`src/rtl/riscv_pkg.sv`:
```
// Shared RISC-V decode definitions: base opcodes, immediate-format select encoding,
// and the decode-stage buffer states.
package riscv_pkg;

  localparam int INST_W    = 32;
  localparam int INST_HI_W = 25;  // inst[31:7], everything above the opcode

  localparam logic [6:0] OPC_OP_IMM = 7'b0010011;
  localparam logic [6:0] OPC_LOAD   = 7'b0000011;
  localparam logic [6:0] OPC_JALR   = 7'b1100111;
  localparam logic [6:0] OPC_SYSTEM = 7'b1110011;
  localparam logic [6:0] OPC_STORE  = 7'b0100011;
  localparam logic [6:0] OPC_BRANCH = 7'b1100011;
  localparam logic [6:0] OPC_LUI    = 7'b0110111;
  localparam logic [6:0] OPC_AUIPC  = 7'b0010111;
  localparam logic [6:0] OPC_JAL    = 7'b1101111;
  localparam logic [6:0] OPC_OP     = 7'b0110011;

  typedef enum logic [2:0] {
    IMM_NONE = 3'd0,
    IMM_I    = 3'd1,
    IMM_S    = 3'd2,
    IMM_B    = 3'd3,
    IMM_U    = 3'd4,
    IMM_J    = 3'd5
  } imm_sel_e;

  typedef enum logic [1:0] {
    BUF_EMPTY = 2'd0,
    BUF_ONE   = 2'd1,
    BUF_FULL  = 2'd2
  } buf_state_e;

endpackage

```
`src/rtl/decode_stage_dec.sv`:
```
// Combinational opcode decoder: selects the immediate format and flags
// opcodes outside the supported base set.
module decode_stage_dec
  import riscv_pkg::*;
(
  input  logic [6:0] opcode_i,
  output logic [2:0] imm_sel_o,
  output logic       illegal_o
);

  imm_sel_e sel;

  // NOTE: every output of a combinational block gets a default first so no
  // path through the case statement can infer a latch.
  always_comb begin
    sel       = IMM_NONE;
    illegal_o = 1'b0;
    case (opcode_i)
      OPC_OP_IMM, OPC_LOAD, OPC_JALR, OPC_SYSTEM: sel = IMM_I;
      OPC_STORE:                                  sel = IMM_S;
      OPC_BRANCH:                                 sel = IMM_B;
      OPC_LUI, OPC_AUIPC:                         sel = IMM_U;
      OPC_JAL:                                    sel = IMM_J;
      OPC_OP:                                     sel = IMM_NONE;
      default:                                    illegal_o = 1'b1;
    endcase
  end

  assign imm_sel_o = sel;

endmodule

```
`src/rtl/decode_stage.sv`:
```
// Decode stage: decodes on the input path and holds results in a two-entry
// skid buffer (main drives the outputs, skid absorbs one extra beat).
module decode_stage
  import riscv_pkg::*;
#(
  parameter int PC_W  = 32,
  parameter int CNT_W = 16
) (
  input  logic             clk,
  input  logic             rst_n,
  input  logic             in_valid,
  output logic             in_ready,
  input  logic [31:0]      in_inst,
  input  logic [PC_W-1:0]  in_pc,
  input  logic             flush,
  output logic             out_valid,
  input  logic             out_ready,
  output logic [24:0]      inst_in,
  output logic [2:0]       imm_sel,
  output logic [4:0]       rs1,
  output logic [4:0]       rs2,
  output logic [4:0]       rd,
  output logic [PC_W-1:0]  out_pc,
  output logic             illegal,
  output logic [CNT_W-1:0] stall_cnt
);

  typedef struct packed {
    logic [INST_HI_W-1:0] inst_hi;
    logic [2:0]           imm_sel;
    logic                 illegal;
    logic [PC_W-1:0]      pc;
  } entry_t;

  buf_state_e       state_q, state_d;
  entry_t           main_q, main_d;
  entry_t           skid_q, skid_d;
  entry_t           in_entry;
  logic [CNT_W-1:0] stall_q, stall_d;
  logic [2:0]       dec_sel;
  logic             dec_illegal;
  logic             in_fire;
  logic             out_fire;

  decode_stage_dec u_dec (
    .opcode_i  (in_inst[6:0]),
    .imm_sel_o (dec_sel),
    .illegal_o (dec_illegal)
  );

  always_comb begin
    in_entry.inst_hi = in_inst[31:7];
    in_entry.imm_sel = dec_sel;
    in_entry.illegal = dec_illegal;
    in_entry.pc      = in_pc;
  end

  // Handshake flags come straight from the state register, so in_ready never
  // depends combinationally on out_ready.
  assign in_ready  = (state_q != BUF_FULL);
  assign out_valid = (state_q != BUF_EMPTY);
  assign in_fire   = in_valid & in_ready;
  assign out_fire  = out_valid & out_ready;

  always_comb begin
    state_d = state_q;
    main_d  = main_q;
    skid_d  = skid_q;
    if (flush) begin
      state_d = BUF_EMPTY;
    end else begin
      case (state_q)
        BUF_EMPTY: begin
          if (in_fire) begin
            state_d = BUF_ONE;
            main_d  = in_entry;
          end
        end
        BUF_ONE: begin
          if (in_fire && out_fire) begin
            main_d = in_entry;
          end else if (in_fire) begin
            state_d = BUF_FULL;
            skid_d  = in_entry;
          end else if (out_fire) begin
            state_d = BUF_EMPTY;
          end
        end
        BUF_FULL: begin
          if (out_fire) begin
            state_d = BUF_ONE;
            main_d  = skid_q;
          end
        end
        default: state_d = BUF_EMPTY;
      endcase
    end
  end

  // Saturates instead of wrapping; flush deliberately leaves it alone.
  always_comb begin
    stall_d = stall_q;
    if (out_valid && !out_ready && (stall_q != {CNT_W{1'b1}})) begin
      stall_d = stall_q + CNT_W'(1);
    end
  end

  // NOTE: state uses non-blocking assignments; the data registers are reset
  // as well because every output field must read zero while in reset.
  always_ff @(posedge clk or negedge rst_n) begin
    if (!rst_n) begin
      state_q <= BUF_EMPTY;
      main_q  <= '0;
      skid_q  <= '0;
      stall_q <= '0;
    end else begin
      state_q <= state_d;
      main_q  <= main_d;
      skid_q  <= skid_d;
      stall_q <= stall_d;
    end
  end

  // Register indices are slices of inst[31:7], offset by the 7 opcode bits.
  assign inst_in   = main_q.inst_hi;
  assign imm_sel   = main_q.imm_sel;
  assign illegal   = main_q.illegal;
  assign out_pc    = main_q.pc;
  assign rs1       = main_q.inst_hi[12:8];
  assign rs2       = main_q.inst_hi[17:13];
  assign rd        = main_q.inst_hi[4:0];
  assign stall_cnt = stall_q;

endmodule

```
`config.mk`:
```
export PLATFORM = sky130hd
export DESIGN_NAME = decode_stage
export DESIGN_NICKNAME = d
export VERILOG_FILES = /design/src/rtl/riscv_pkg.sv /design/src/rtl/decode_stage_dec.sv /design/src/rtl/decode_stage.sv
export SDC_FILE = /design/constraint.sdc
export NUM_CORES = 1
export LEC_CHECK = 0
export ABC_CLOCK_PERIOD_IN_PS = 2200
export CAP_MARGIN = 20
export CORE_MARGIN = 4
export CORE_UTILIZATION = 45
export CTS_BUF_LIST = sky130_fd_sc_hd__clkbuf_8
export DETAILED_ROUTE_END_ITERATION = 10
export PLACE_DENSITY_LB_ADDON = 0.08
export RECOVER_POWER = 100
export SKIP_LAST_GASP = 1
export SLEW_MARGIN = 10
export SYNTH_ARGS = -nofsm -noshare
export SYNTH_HDL_FRONTEND = slang
export SYNTH_HIERARCHICAL = 1
export SYNTH_SLANG_ARGS = --single-unit
export TNS_END_PERCENT = 10
```
`constraint.sdc`:
```
create_clock -name clk -period 2.2 [get_ports clk]
set_clock_uncertainty 0.2 [all_clocks]
set_input_delay 0.55 -clock clk [delete_from_list [all_inputs] [get_ports clk]]
set_output_delay 0.55 -clock clk [all_outputs]
set_load 0.005 [all_outputs]
```
==> flow_metrics.env, run 1 <==
export IMPL_status="complete, but fails checks"
export IMPL_violations="setup timing"
export IMPL_clock_sinks=140
export IMPL_finalCritPeriodShare_pct=103
export IMPL_core_area_sq_um=13900
export IMPL_p_leak_nw=3.94
export IMPL_cp_arrival_ns=2.38
export IMPL_wl_per_cell_um=16.1
export IMPL_critPathMostFrequentCell="buf_4"
export IMPL_routed_via_density=5.07
export IMPL_antenna_left=0
export IMPL_yosys_cell_types_count=41
export IMPL_ys_warn_count=6
export IMPL_max_vdd_ir_drop_mv=0.573
export IMPL_synth_top_area_share_pct=54.7
export IMPL_fmax_mhz=443
export IMPL_grt_max_degree=63
export IMPL_initialDrtViolationCount=255
export IMPL_layout_drive_gt1_share_pct=25.0
export IMPL_start_util_pct=46.0
export IMPL_num_io_pins=163
export IMPL_max_clock_path_buffers=2
export IMPL_final_common_cell="nand2_1"
export IMPL_netlist_area_sq_um=6400
export IMPL_clk_pin_slew_ns=0.07
export IMPL_grt_pass1_wl_um=24900
export IMPL_synth_avg_cell_area_sq_um=11.1
export IMPL_die_width_um=127
export IMPL_cp_end_kind="register"
export IMPL_rsz0062_at_grt="yes"
export IMPL_nets=808
export IMPL_placed_area_sq_um=8260
export IMPL_clkLatencyLatePin_ns=0.44
export IMPL_gp_congestion=0.848
export IMPL_fill_cells=1112
export IMPL_cp_required_ns=2.32
export IMPL_layout_common_cells="nand2_1 (193), clkdlybuf4s50_1 (157), dfrtp_1 (138)"
export IMPL_tightestPinTransition_ns=0.792
export IMPL_crit_type="in -> reg"
export IMPL_powerDensity_nw_per_um2=844
export IMPL_hpwl_um=10100
export IMPL_fp_row_count=43
export IMPL_use_met1_pct=24.7
export IMPL_final_hold_viol_count=0
export IMPL_gr_usage_met2_pct=31.5
export IMPL_final_cells=928
export IMPL_hold_class="reg -> reg"
export IMPL_antennaDiodeCount=0
export IMPL_cts_buffers=17
export IMPL_layout_min_cycle_time_ns=2.26
export IMPL_cp_max_fo=24
export IMPL_cts_root_buffer="clkbuf_8"
export IMPL_fin_ws_ns=-0.0551
export IMPL_yosys_area_top_type="dfrtp_1"
export IMPL_crit_path_start_kind="input pin"
export IMPL_portBuffers=162
export IMPL_drc=0
export IMPL_syn2layout_area_growth_pct=35.4
export IMPL_fin_area_sq_um=8670
export IMPL_grt_overflow_total=0
export IMPL_multiInputGateArea_sq_um=2690
export IMPL_busiest_layer="met2"
export IMPL_antenna_found_initial=0
export IMPL_slew_violations=0
export IMPL_cts_tree="yes"
export IMPL_fp_dieH_um=127
export IMPL_num_vias=4707
export IMPL_ys_ff_latch=140
export IMPL_ff_latch_area_sq_um=3510
export IMPL_synth_area_leaders="dfrtp_1 (55%), mux2_2 (21%), nand2_1 (11%)"
export IMPL_cts_htree_levels=4
export IMPL_slowest_stage="dlygate4sd3_1"
export IMPL_dp_slack_ns=-0.388
export IMPL_setup_violations=37
export IMPL_slew_headroom_pct=47.2
export IMPL_cpPeakStageDelay_ns=0.62
export IMPL_grtUsageTotal_pct=19.2
export IMPL_dieArea_sq_um=16200
export IMPL_place_inst=894
export IMPL_first_global_vias=5046
export IMPL_synth_nets=645
export IMPL_synth_yosys_seq_area_share_pct=54.7
export IMPL_drv_cap=0
export IMPL_drt_wl_total_um=14900
export IMPL_dr_pass1_iters=4
export IMPL_fin_tns_setup_ns=-1.03
export IMPL_crit_chain="dlygate4sd3_1 -> buf_4 -> nor4b_1 -> nand2_2 -> buf_4 -> mux2_2"
export IMPL_grt_use_met3_pct=5.73
export IMPL_syn_inst=575
export IMPL_worst_hold_slack_ns=0.292
## per-stage QoR
step                      utilization [%]  total power, mW
after floorplan                         -             4.27
after global placement               59.3             5.21
after detailed placement             59.3             5.30
after CTS                            62.3             7.42
after global routing                 62.2             7.73
final                                62.2             7.32
## per-layer routing
layer,up-vias,part of all wire (%)
li1,2237,-
met1,2332,43
met2,123,50
met3,15,5.1
met4,0,1.3
met5,-,0
## cell usage after synthesis, drive strengths merged
cell type / count
xor2: 1
mux2i: 2
a21oi: 5
ha: 1
or4: 1
buf: 27
nor2b: 3
o21a: 1
and4: 3
o21ai: 1
nor4: 4
clkbuf: 15
nand2: 194
or3b: 1
a211oi: 1
o31ai: 1
inv: 2
a31oi: 1
mux2: 124
nor2: 8
nand4bb: 1
nand4: 9
or2: 1
a31o: 1
nand3: 8
nor3: 1
and3: 2
and3b: 1
nor4b: 2
dfrtp: 140
o21bai: 2
nand3b: 1
xnor2: 10
## cell families (layout without fill, tap and decap cells)
family,count (synthesis),after routing,synth area share [%]
and+or+nand+nor,240,240,16.4
xor gates and xnor gates,11,11,1.50
DFF,140,140,54.7
buffers and inverters,44,217,3.69
AOI/OAI and AO/OA,13,13,1.43
muxes,126,126,22.1
adders and majority gates,1,1,0.195
## sequential cells by signal, summed over array words and instances, names as in the netlist
register   flops
inst_in       25
illegal        1
stall_cnt     16
out_pc        32
skid_q        61
state_q        2
imm_sel        3
## power by group
group          internal [mW]  switching (mW)  leakage [nW]
Sequential              3.15           0.365          1.71
Combinational           1.16           0.551          2.02
Clock                   1.18           0.909         0.207
## final timing paths
kind,from,endpoint,slack [ns],cells after the start
hold reg to reg,inst_in[22],inst_in[22],0.29,1
max in group asynchronous,rst_n,state_q[1],0.23,3
hold / removal,inst_in[22],inst_in[22],0.29,1
min in group asynchronous,rst_n,stall_cnt[15],0.53,2
setup reg to reg,state_q[1],skid_q[7],0.22,5
setup / recovery,out_ready,skid_q[7],-0.06,6
## cell type report
| class | count | share of cell area (%) |
|---|---|---|
| clock buffers | 20 | 3.17 |
| clock inverters | 9 | 1.40 |
| inverters | 2 | 0.0866 |
| multi-input cells | 391 | 31.0 |
| flip-flops and latches | 140 | 40.4 |
| well taps | 180 | 2.60 |
| repair buffers | 186 | 21.4 |
## worst max-delay path, delay by kind of cell
family                 cells  cell delay [ns]
buffers and inverters      3             1.05
multiplexers               1             0.31
AND/OR/NAND/NOR            2             0.45
## repair_timing
action                                  CTS  global route
gates resized for setup                   3             1
hold buffers                              1             0
pin swaps                                 0             0
endpoints found under the setup margin    7            17
endpoints found under the hold margin    30             0
buffers inserted                          2             2
No activity file was read; power rests on OpenSTA's default activity.
==> inputs of run 2 (changes only) <==
ABC_AREA = 1   (was default)
CTS_BUF_LIST = default   (was sky130_fd_sc_hd__clkbuf_8)
TNS_END_PERCENT = default   (was 10)
==> flow_metrics.env, run 2 <==
export IMPL_setup_violations=0
export IMPL_cp_max_fo=6
export IMPL_finalCritPeriodShare_pct=97.8
export IMPL_status="complete, no violations"
export IMPL_max_vdd_ir_drop_mv=0.595
export IMPL_async_flop_share_pct=100
export IMPL_min_delay_start="skid_q[1]"
export IMPL_rr_startpoint="stall_cnt[0]"
export IMPL_fin_tns_setup_ns=0
export IMPL_synthTopCellsByCount="nand2_1 (231), dfrtp_1 (140), inv_1 (140)"
export IMPL_cp_end_kind="output pin"
export IMPL_layout_drive_gt1_share_pct=7.45
export IMPL_cpPeakStageDelay_ns=0.54
export IMPL_p_total_mw=9.88
export IMPL_antenna_found_initial=0
export IMPL_ff_latch_area_sq_um=3510
export IMPL_nets=1094
export IMPL_clk_pin_slew_ns=0.06
export IMPL_core_area_sq_um=14600
export IMPL_wl_per_cell_um=12.6
export IMPL_initialDrtViolationCount=389
export IMPL_synth_top_area_share_pct=52.1
export IMPL_ys_warn_count=6
export IMPL_largest_register_ffs=61
export IMPL_rr_worst_depth=10
export IMPL_fill_cells=1280
export IMPL_synth_area_leaders="dfrtp_1 (52%), nand2_1 (13%), o21ai_0 (8.8%)"
export IMPL_synth_avg_cell_area_sq_um=7.73
export IMPL_p_leak_nw=4.39
export IMPL_syn2layout_area_growth_pct=36.8
export IMPL_routed_via_density=4.69
export IMPL_drc=0
export IMPL_syn_inst=870
export IMPL_portBuffers=162
export IMPL_yosys_cell_types_count=24
export IMPL_tightestPinTransition_ns=1.12
export IMPL_fmax_mhz=465
export IMPL_cts_tree="yes"
export IMPL_r2r_end="stall_cnt[7]"
export IMPL_hold_class="reg -> reg"
export IMPL_slowest_stage="clkdlybuf4s50_1"
export IMPL_synth_edf_count=0
export IMPL_synth_yosys_seq_area_share_pct=52.1
export IMPL_hpwl_um=10700
export IMPL_netlist_area_sq_um=6730
export IMPL_whs_path_depth=2
export IMPL_slew_headroom_pct=25.6
export IMPL_ys_ff_latch=140
export IMPL_die_width_um=130
export IMPL_powerDensity_nw_per_um2=1070
export IMPL_num_vias=5718
export IMPL_slew_violations=0
export IMPL_synth_flop_cell="dfrtp_1"
export IMPL_cts_htree_levels=4
export IMPL_drv_cap=0
export IMPL_yosys_area_top_type="dfrtp_1"
export IMPL_reg2reg_slack_ns=0.33
export IMPL_multiInputGateArea_sq_um=2370
export IMPL_fp_dieH_um=130
export IMPL_antenna_left=0
export IMPL_num_io_pins=163
export IMPL_worst_hold_slack_ns=0.287
export IMPL_final_common_cell="nand2_1"
export IMPL_critPathLaunch="stall_cnt[13]"
export IMPL_start_util_pct=46.1
export IMPL_fp_row_count=44
export IMPL_cp_arrival_ns=1.40
export IMPL_gp_congestion=0.819
export IMPL_first_global_vias=5349
export IMPL_grt_pass1_wl_um=25800
export IMPL_cp_required_ns=1.45
export IMPL_dr_pass1_iters=6
export IMPL_grtUsageTotal_pct=19.2
export IMPL_fin_area_sq_um=9200
export IMPL_grt_max_degree=74
export IMPL_layout_common_cells="nand2_1 (230), clkdlybuf4s50_1 (159), inv_1 (140)"
export IMPL_critical_path_top_delay_family="buffers and inverters"
export IMPL_cts_root_buffer="clkbuf_16"
export IMPL_hold_end="skid_q[1]"
export IMPL_yosysMostFrequentCell="nand2_1"
export IMPL_grt_overflow_total=0
export IMPL_antennaDiodeCount=0
export IMPL_synth_nets=940
export IMPL_drt_wl_total_um=15300
export IMPL_max_clock_path_buffers=2
export IMPL_layout_min_cycle_time_ns=2.15
export IMPL_crit_path_start_kind="register"
export IMPL_crit_type="reg -> out"
export IMPL_cp_num_buf_inv=1
export IMPL_clkLatencyLatePin_ns=0.42
export IMPL_regMostFlops="skid_q"
export IMPL_crit_chain="clkdlybuf4s50_1"
export IMPL_cts_buffers=17
export IMPL_clock_sinks=140
export IMPL_final_hold_viol_count=0
export IMPL_dieArea_sq_um=17000
export IMPL_placed_area_sq_um=8550
-- run 2: cell count changes in the layout (fill, tap and decap cells not counted), sizes merged, moves of 3 or more --
cell,delta
mux2,-124
nor2,+59
nand2,+38
o21ai,+156
inv,+142
buf,+7
nor4,-4
xnor2,-3
a21oi,+32
nand3,+7
and4,-3
-- run 2: layout make-up --
class,count,share of cell area [%]
Clock inverter,9,1.85
Multi-Input combinational cell,529,25.8
Clock buffer,20,4.85
Sequential cell,140,38.2
Tap cell,184,2.50
Inverter,145,5.92
Timing Repair Buffer,191,20.9
-- run 2: what timing repair did --
item                                   in CTS  in global routing
hold buffers                                1                  0
setup buffers                               1                  1
endpoints found under the hold margin      38                  0
resized for setup                           4                  8
setup endpoints to repair                   2                  8
-- run 2: how the worst max path moves through the flow --
stage / slack, ns / endpoint / cells after the start
CTS: -0.07 / in_ready / 2
global placement: 0.003 / inst_in[6] / 7
detailed placement: -0.04 / imm_sel[1] / 7
finish: 0.05 / stall_cnt[13] / 1
global route: -0.003 / stall_cnt[0] / 2
floorplan: 0.37 / stall_cnt[0] / 9
-- run 2: cells by family (layout without fill, tap and decap cells) --
logic type | count (synthesis) | after routing | synth area share (%)
AO/OA/AOI/OAI | 194 | 194 | 14.5
XOR/XNOR | 7 | 7 | 0.912
adder cells (fa/ha/maj) | 1 | 1 | 0.186
buffers and inverters | 201 | 365 | 12.9
flip-flops | 140 | 140 | 52.1
AND/OR/NAND/NOR | 327 | 327 | 19.4
-- run 2: per-stage QoR --
stage / worst slack [ns] / instances / util [%]
after global placement: 0.00269 / 1186 / 58.6
after global routing: -0.00301 / 1218 / 63.1
after detailed placement: -0.0355 / 1186 / 58.6
after CTS: -0.0669 / 1217 / 63.0
final: 0.0479 / 1218 / 63.1
after floorplan: 0.373 / 870 / -
-- run 2: report_power, final --
group          switching (mW)  leakage [nW]  internal [mW]  total, mW
Sequential              0.494          1.69           3.52       4.02
Clock                    1.04         0.305           2.01       3.05
Combinational            1.24          2.40           1.58       2.82
-- run 2: routing by layer --
layer,routed length (um),track usage [%]
met5,0,0
met3,999,5.77
met4,393,7.03
met2,6710,28.6
met1,7220,26.7
==> inputs of run 3 (changes only) <==
CTS_CLUSTER_SIZE = 24   (was default)
==> results of run 3 <==
Final layout, timing and power as in run 2 (identical DEF).
==> patch 1: new RTL, settings of run 2 <==
Reset style: synchronous (`rst_n`), changed in one clocked block.
--- a/src/rtl/decode_stage.sv
+++ b/src/rtl/decode_stage.sv
@@ -107,7 +107,7 @@
 
   // NOTE: state uses non-blocking assignments; the data registers are reset
   // as well because every output field must read zero while in reset.
-  always_ff @(posedge clk or negedge rst_n) begin
+  always_ff @(posedge clk) begin
     if (!rst_n) begin
       state_q <= BUF_EMPTY;
       main_q  <= '0;
Check against the original RTL: differs if rst_n is asserted again (counterexample within 4 cycles, from zero or initial values and one cycle with rst_n low); with rst_n held inactive, the same outputs for 4 cycles.
==> patch 1 against run 2 <==
  * Cell area shrank 6.5%
  * Critical path type unchanged
  * Sequential cell count is the same
  * Largest cell class unchanged
  * Highest routed layer unchanged
  * Routed wire length is 3.9% higher
  * Synthesized area shrank 8.8%
  * Hold slack lost 0.042 ns
  * Global-route usage rose by 1.5 points
  * Worst setup slack got worse by 0.0050 ns
Power is not compared: it rests on default switching activity, and its combinational part moved more than twofold at a synthesized area within 25%.
==> patch 1: results (changes against run 2) <==
[clocking]
cts_root_buf = clkbuf_16
clkLatencyLatePin_ns = 0.42  ; about the same
clkTransAtPathRegs_ns = 0.06  ; about the same

[critical_path]
crit_family = buffers and inverters
r2r-start = state_q[0]
critPathMaxStageDelay_ns = 0.44  ; -0.10 ns
rr_worst_depth = 9  ; -1
crit_fanout = 3  ; -3
timing.rr.end = out_pc[16]
critPathArrivalTime_ns = 1.41
rrSetupSlack_ns = 0.19  ; -0.14 ns

[detailed_routing]
route.vias.total = 5959  ; +4.2%
drtPass1Iterations = 5  ; -1
drt_wl_total_um = 15930  ; +3.9%
drtIter0Drc = 501  ; +29%

[synthesis]
yosysSeqAreaShare_pct = 45.68  ; -6.4 points
yosys_warnings = 6  ; unchanged
synthFlopType = dfxtp_1
yosys-top-cells-area = dfxtp_1, nor2_1, o21ai_0, nand2_1, a21oi_1
syn_inst = 905  ; +4.0%
syn_nets = 975  ; +3.7%
netlist_top_cells_count = nor2_1, nand2_1, o21ai_0
ys_types = 26  ; +8.3%
synthArstFlopShare_pct = 0  ; -100 points

[global_route]
grt-ovfl-total = 0  ; unchanged
antenna_found_initial = 0  ; unchanged
track_usage_pct = 20.73  ; +1.5 points
grt_pass1_vias = 5502  ; +2.9%
grt_pass1_wl_um = 27080  ; +4.9%
grt_start_max_net_pins = 99  ; +34%

[outcome]
status = finished, final reports clean

[placement]
place.gp.congestion = 0.8130  ; -0.73%
io_buffers = 162  ; unchanged
pre_cts_ws_ns = -0.1440  ; -0.1085 ns
dpl-instance-area_um2 = 7984  ; -6.6%
dp_hpwl_um = 10450  ; -2.2%

[pwr]
ir_worst_vdd_mv = 0.5217

[worst_hold_path]
whs_endpoint = skid_q[30]
hold_path.startpoint = skid_q[30]
hold-path-cell-count = 2  ; unchanged

[layout]
final_cells = 1239  ; +1.7%
fillerInstances = 1211  ; -5.4%
diodes = 0  ; unchanged
nNetsFinal = 1120  ; +2.4%
drive_above_1_share_pct = 7.714  ; +0.27 points

[sta]
post-route-period-util_pct = 98.05  ; +0.23 points
worst_hold_slack_ns = 0.2444  ; -0.04235 ns
tightest_slew_ns = 0.4154  ; -0.7007 ns

[patch 1: cell count changes after synthesis, sizes merged, moves of 7 or more]
cell / before / now
a21oi: 37 / 48
nor2: 67 / 218
dfrtp: 140 / 0
dfxtp: 0 / 140
clkbuf: 16 / 33
buf: 40 / 33
inv: 145 / 60
nand2: 232 / 176
o21ai: 157 / 164
[patch 1: final cells by class]
type	instances	area [um2]	area share (%)
clock inverter	11	165.2	1.919
tap	176	220.2	2.559
sequential	140	2813	32.68
timing repair buffer	192	1917	22.27
clock buffer	21	470.5	5.466
inverter	61	229.0	2.660
multi-input combinational	638	2793	32.45
[patch 1: layer usage]
| metal | vias up | wire length [um] | track usage [%] |
|---|---|---|---|
| li1 | 3161 | - | - |
| met1 | 2648 | 7412 | 27.26 |
| met2 | 142 | 7532 | 33.37 |
| met3 | 8 | 882 | 5.703 |
| met4 | 0 | 97 | 5.996 |
| met5 | - | 0 | 0 |
[patch 1: repair_timing]
item,in CTS,in global routing
resized for setup,6,5
endpoints found under the setup margin,2,6
hold endpoints to repair,0,0
buffers inserted,0,2
pin swaps,0,0
[patch 1: cells by family after synthesis]
logic type | Yosys count | synth area share [%]
simple gates | 419 | 26.88
compound gates | 213 | 17.48
flops | 140 | 45.68
buf+inv | 127 | 9.054
xor+xnor | 5 | 0.7137
fa+ha+maj | 1 | 0.2039
[patch 1: worst max path at each step]
stage	from	endpoint	depth (start not counted)
after floorplan	in_valid	skid_q[20]	6
after global placement	in_valid	skid_q[5]	8
after detailed placement	in_valid	skid_q[5]	8
after CTS	state_q[0]	out_valid	3
after global routing	state_q[0]	out_valid	3
final	state_q[0]	out_valid	3
[patch 1: power by group]
part | internal (mW) | switching, mW
registers | 2.63 | 0.0527
logic | 0.359 | 0.304
clock network | 1.98 | 1.06
==> patch 2: new RTL, config.mk and constraints of run 2 <==
Without the edit above. Change the parameter `PC_W` from 32 to 16.
--- a/src/rtl/decode_stage.sv
+++ b/src/rtl/decode_stage.sv
@@ -3,7 +3,7 @@
 module decode_stage
   import riscv_pkg::*;
 #(
-  parameter int PC_W  = 32,
+  parameter int PC_W  = 16,
   parameter int CNT_W = 16
 ) (
   input  logic             clk,
Interface: changed (resized in_pc and out_pc); port bits go from 163 to 131. The function was not compared with the original's and may differ.
==> patch 2 against run 2 <==
  * Routed wire length fell by 23%
  * Synthesized area shrank 21%
  * Sequential cell count decreased by 32
  * Non-clock buffer count is 49 lower
  * Cell area is 24% lower
  * Worst setup slack improved by 0.026 ns
  * Core utilization fell by 2.5 points
  * Power is 42% lower
  * Critical path type unchanged
  * Largest cell class unchanged
==> patch 2: results (changes against run 2) <==
[detailed_routing]
drtPass1Iterations = 4  ; -2
drtIter0Drc = 319  ; -18%
route.vias.total = 4517  ; -21%
vias_per_cell = 4.715  ; +0.44%
drt_wl_total_um = 11750  ; -23%

[global_route]
track_usage_pct = 18.46  ; -0.76 points
grt_pass1_vias = 4398  ; -18%
grt_start_max_net_pins = 109  ; +47%
grt_pass1_wl_um = 20080  ; -22%

[pwr]
p_clk_mw = 1.60  ; -48%
p_total_mw = 5.732  ; -42%
p_int_mw = 4.102  ; -42%
p_leak_nw = 3.480  ; -21%
ir_worst_vdd_mv = 0.5461  ; -8.3%

[placement]
place.gp.congestion = 0.8811  ; +7.6%
io_buffers = 130  ; -20%
numPlacedInstances = 941  ; -21%
pre_cts_ws_ns = -0.09823  ; -0.06277 ns
dpl-instance-area_um2 = 6696  ; -22%

[clocking]
numCtsBuffers = 9  ; -8
htree_levels = 3  ; -1
cts_resized = 1  ; -3
clkLatencyLatePin_ns = 0.35  ; -0.07 ns
cts_root_buf = clkbuf_16

[synthesis]
ys_types = 25  ; +4.2%
syn_nets = 756  ; -20%
netlist_top_cells_count = nand2_1, inv_1, dfrtp_1
synth_fa_ha_area_share_pct = 0.2344  ; +0.048 points
yosysSeqAreaShare_pct = 50.62  ; -1.5 points
synthXorXnorAreaFrac_pct = 0.9843  ; +0.073 points
synth_compound_area_share_pct = 13.80  ; -0.69 points

[sta]
worst_slack_ns = 0.07370  ; +0.02582 ns

[critical_path]
critPathArrivalTime_ns = 1.38  ; -0.02 ns
timing.rr.end = inst_in[2]
r2r-start = state_q[0]
rr_worst_depth = 8  ; -2
startpoint = stall_cnt[0]
rrSetupSlack_ns = 0.18  ; -0.15 ns

[layout]
largest_reg_flops = 45  ; -26%
diodes = 0  ; unchanged
nNetsFinal = 865  ; -21%

[outcome]
status = finished, final reports clean

==> patch 2: cell count changes after synthesis, moves of 5 or more <==
cell,run 2,this run
buf_4,22,15
nand2_1,231,171
buf_2,17,12
o21ai_1,38,3
a21oi_1,37,45
dfrtp_1,140,108
nor2_1,65,72
o21ai_0,118,97
inv_1,140,114
==> patch 2: cell type report <==
| class | instances | area (um2) |
|---|---|---|
| inverters | 116 | 435.4 |
| flip-flops and latches | 108 | 2703 |
| multi-input cells | 434 | 1953 |
| fillers | 1050 | 4538 |
| clock buffers | 9 | 225.2 |
| clock inverters | 6 | 66.31 |
| well taps | 143 | 178.9 |
| repair buffers | 142 | 1416 |
==> patch 2: kinds of logic after synthesis <==
group,after synthesis
xor+xnor,6
simple gates,281
fa+ha+maj,1
compound gates,146
flops,108
buf+inv,160
==> patch 2: worst max-delay path, cell delays in order (launching register included) <==
cell,delay (ns)
dfrtp_1,0.35
clkbuf_2,0.17
clkdlybuf4s50_1,0.52
==> patch 2: metal layers <==
metal	up-vias	share of wire, %	track usage, %	wire length (um)
met4	0	1.4	5.122	160
met3	12	4.8	5.398	563
li1	2375	-	-	-
met2	98	48	30.49	5613
met5	-	0	0	0
met1	2032	46	23.78	5409
==> patch 2: worst min path at each step <==
| stage | slack [ns] | start | cells after the start | to |
|---|---|---|---|---|
| final | 0.29 | skid_q[35] | 2 | skid_q[35] |
| after global routing | 0.31 | skid_q[35] | 2 | skid_q[35] |
| after CTS | 0.1 | rst_n | 2 | stall_cnt[3] |
| after detailed placement | 0.28 | skid_q[35] | 2 | skid_q[35] |
| after global placement | 0.27 | skid_q[19] | 2 | skid_q[19] |
| after floorplan | 0.05 | rst_n | 0 | illegal |
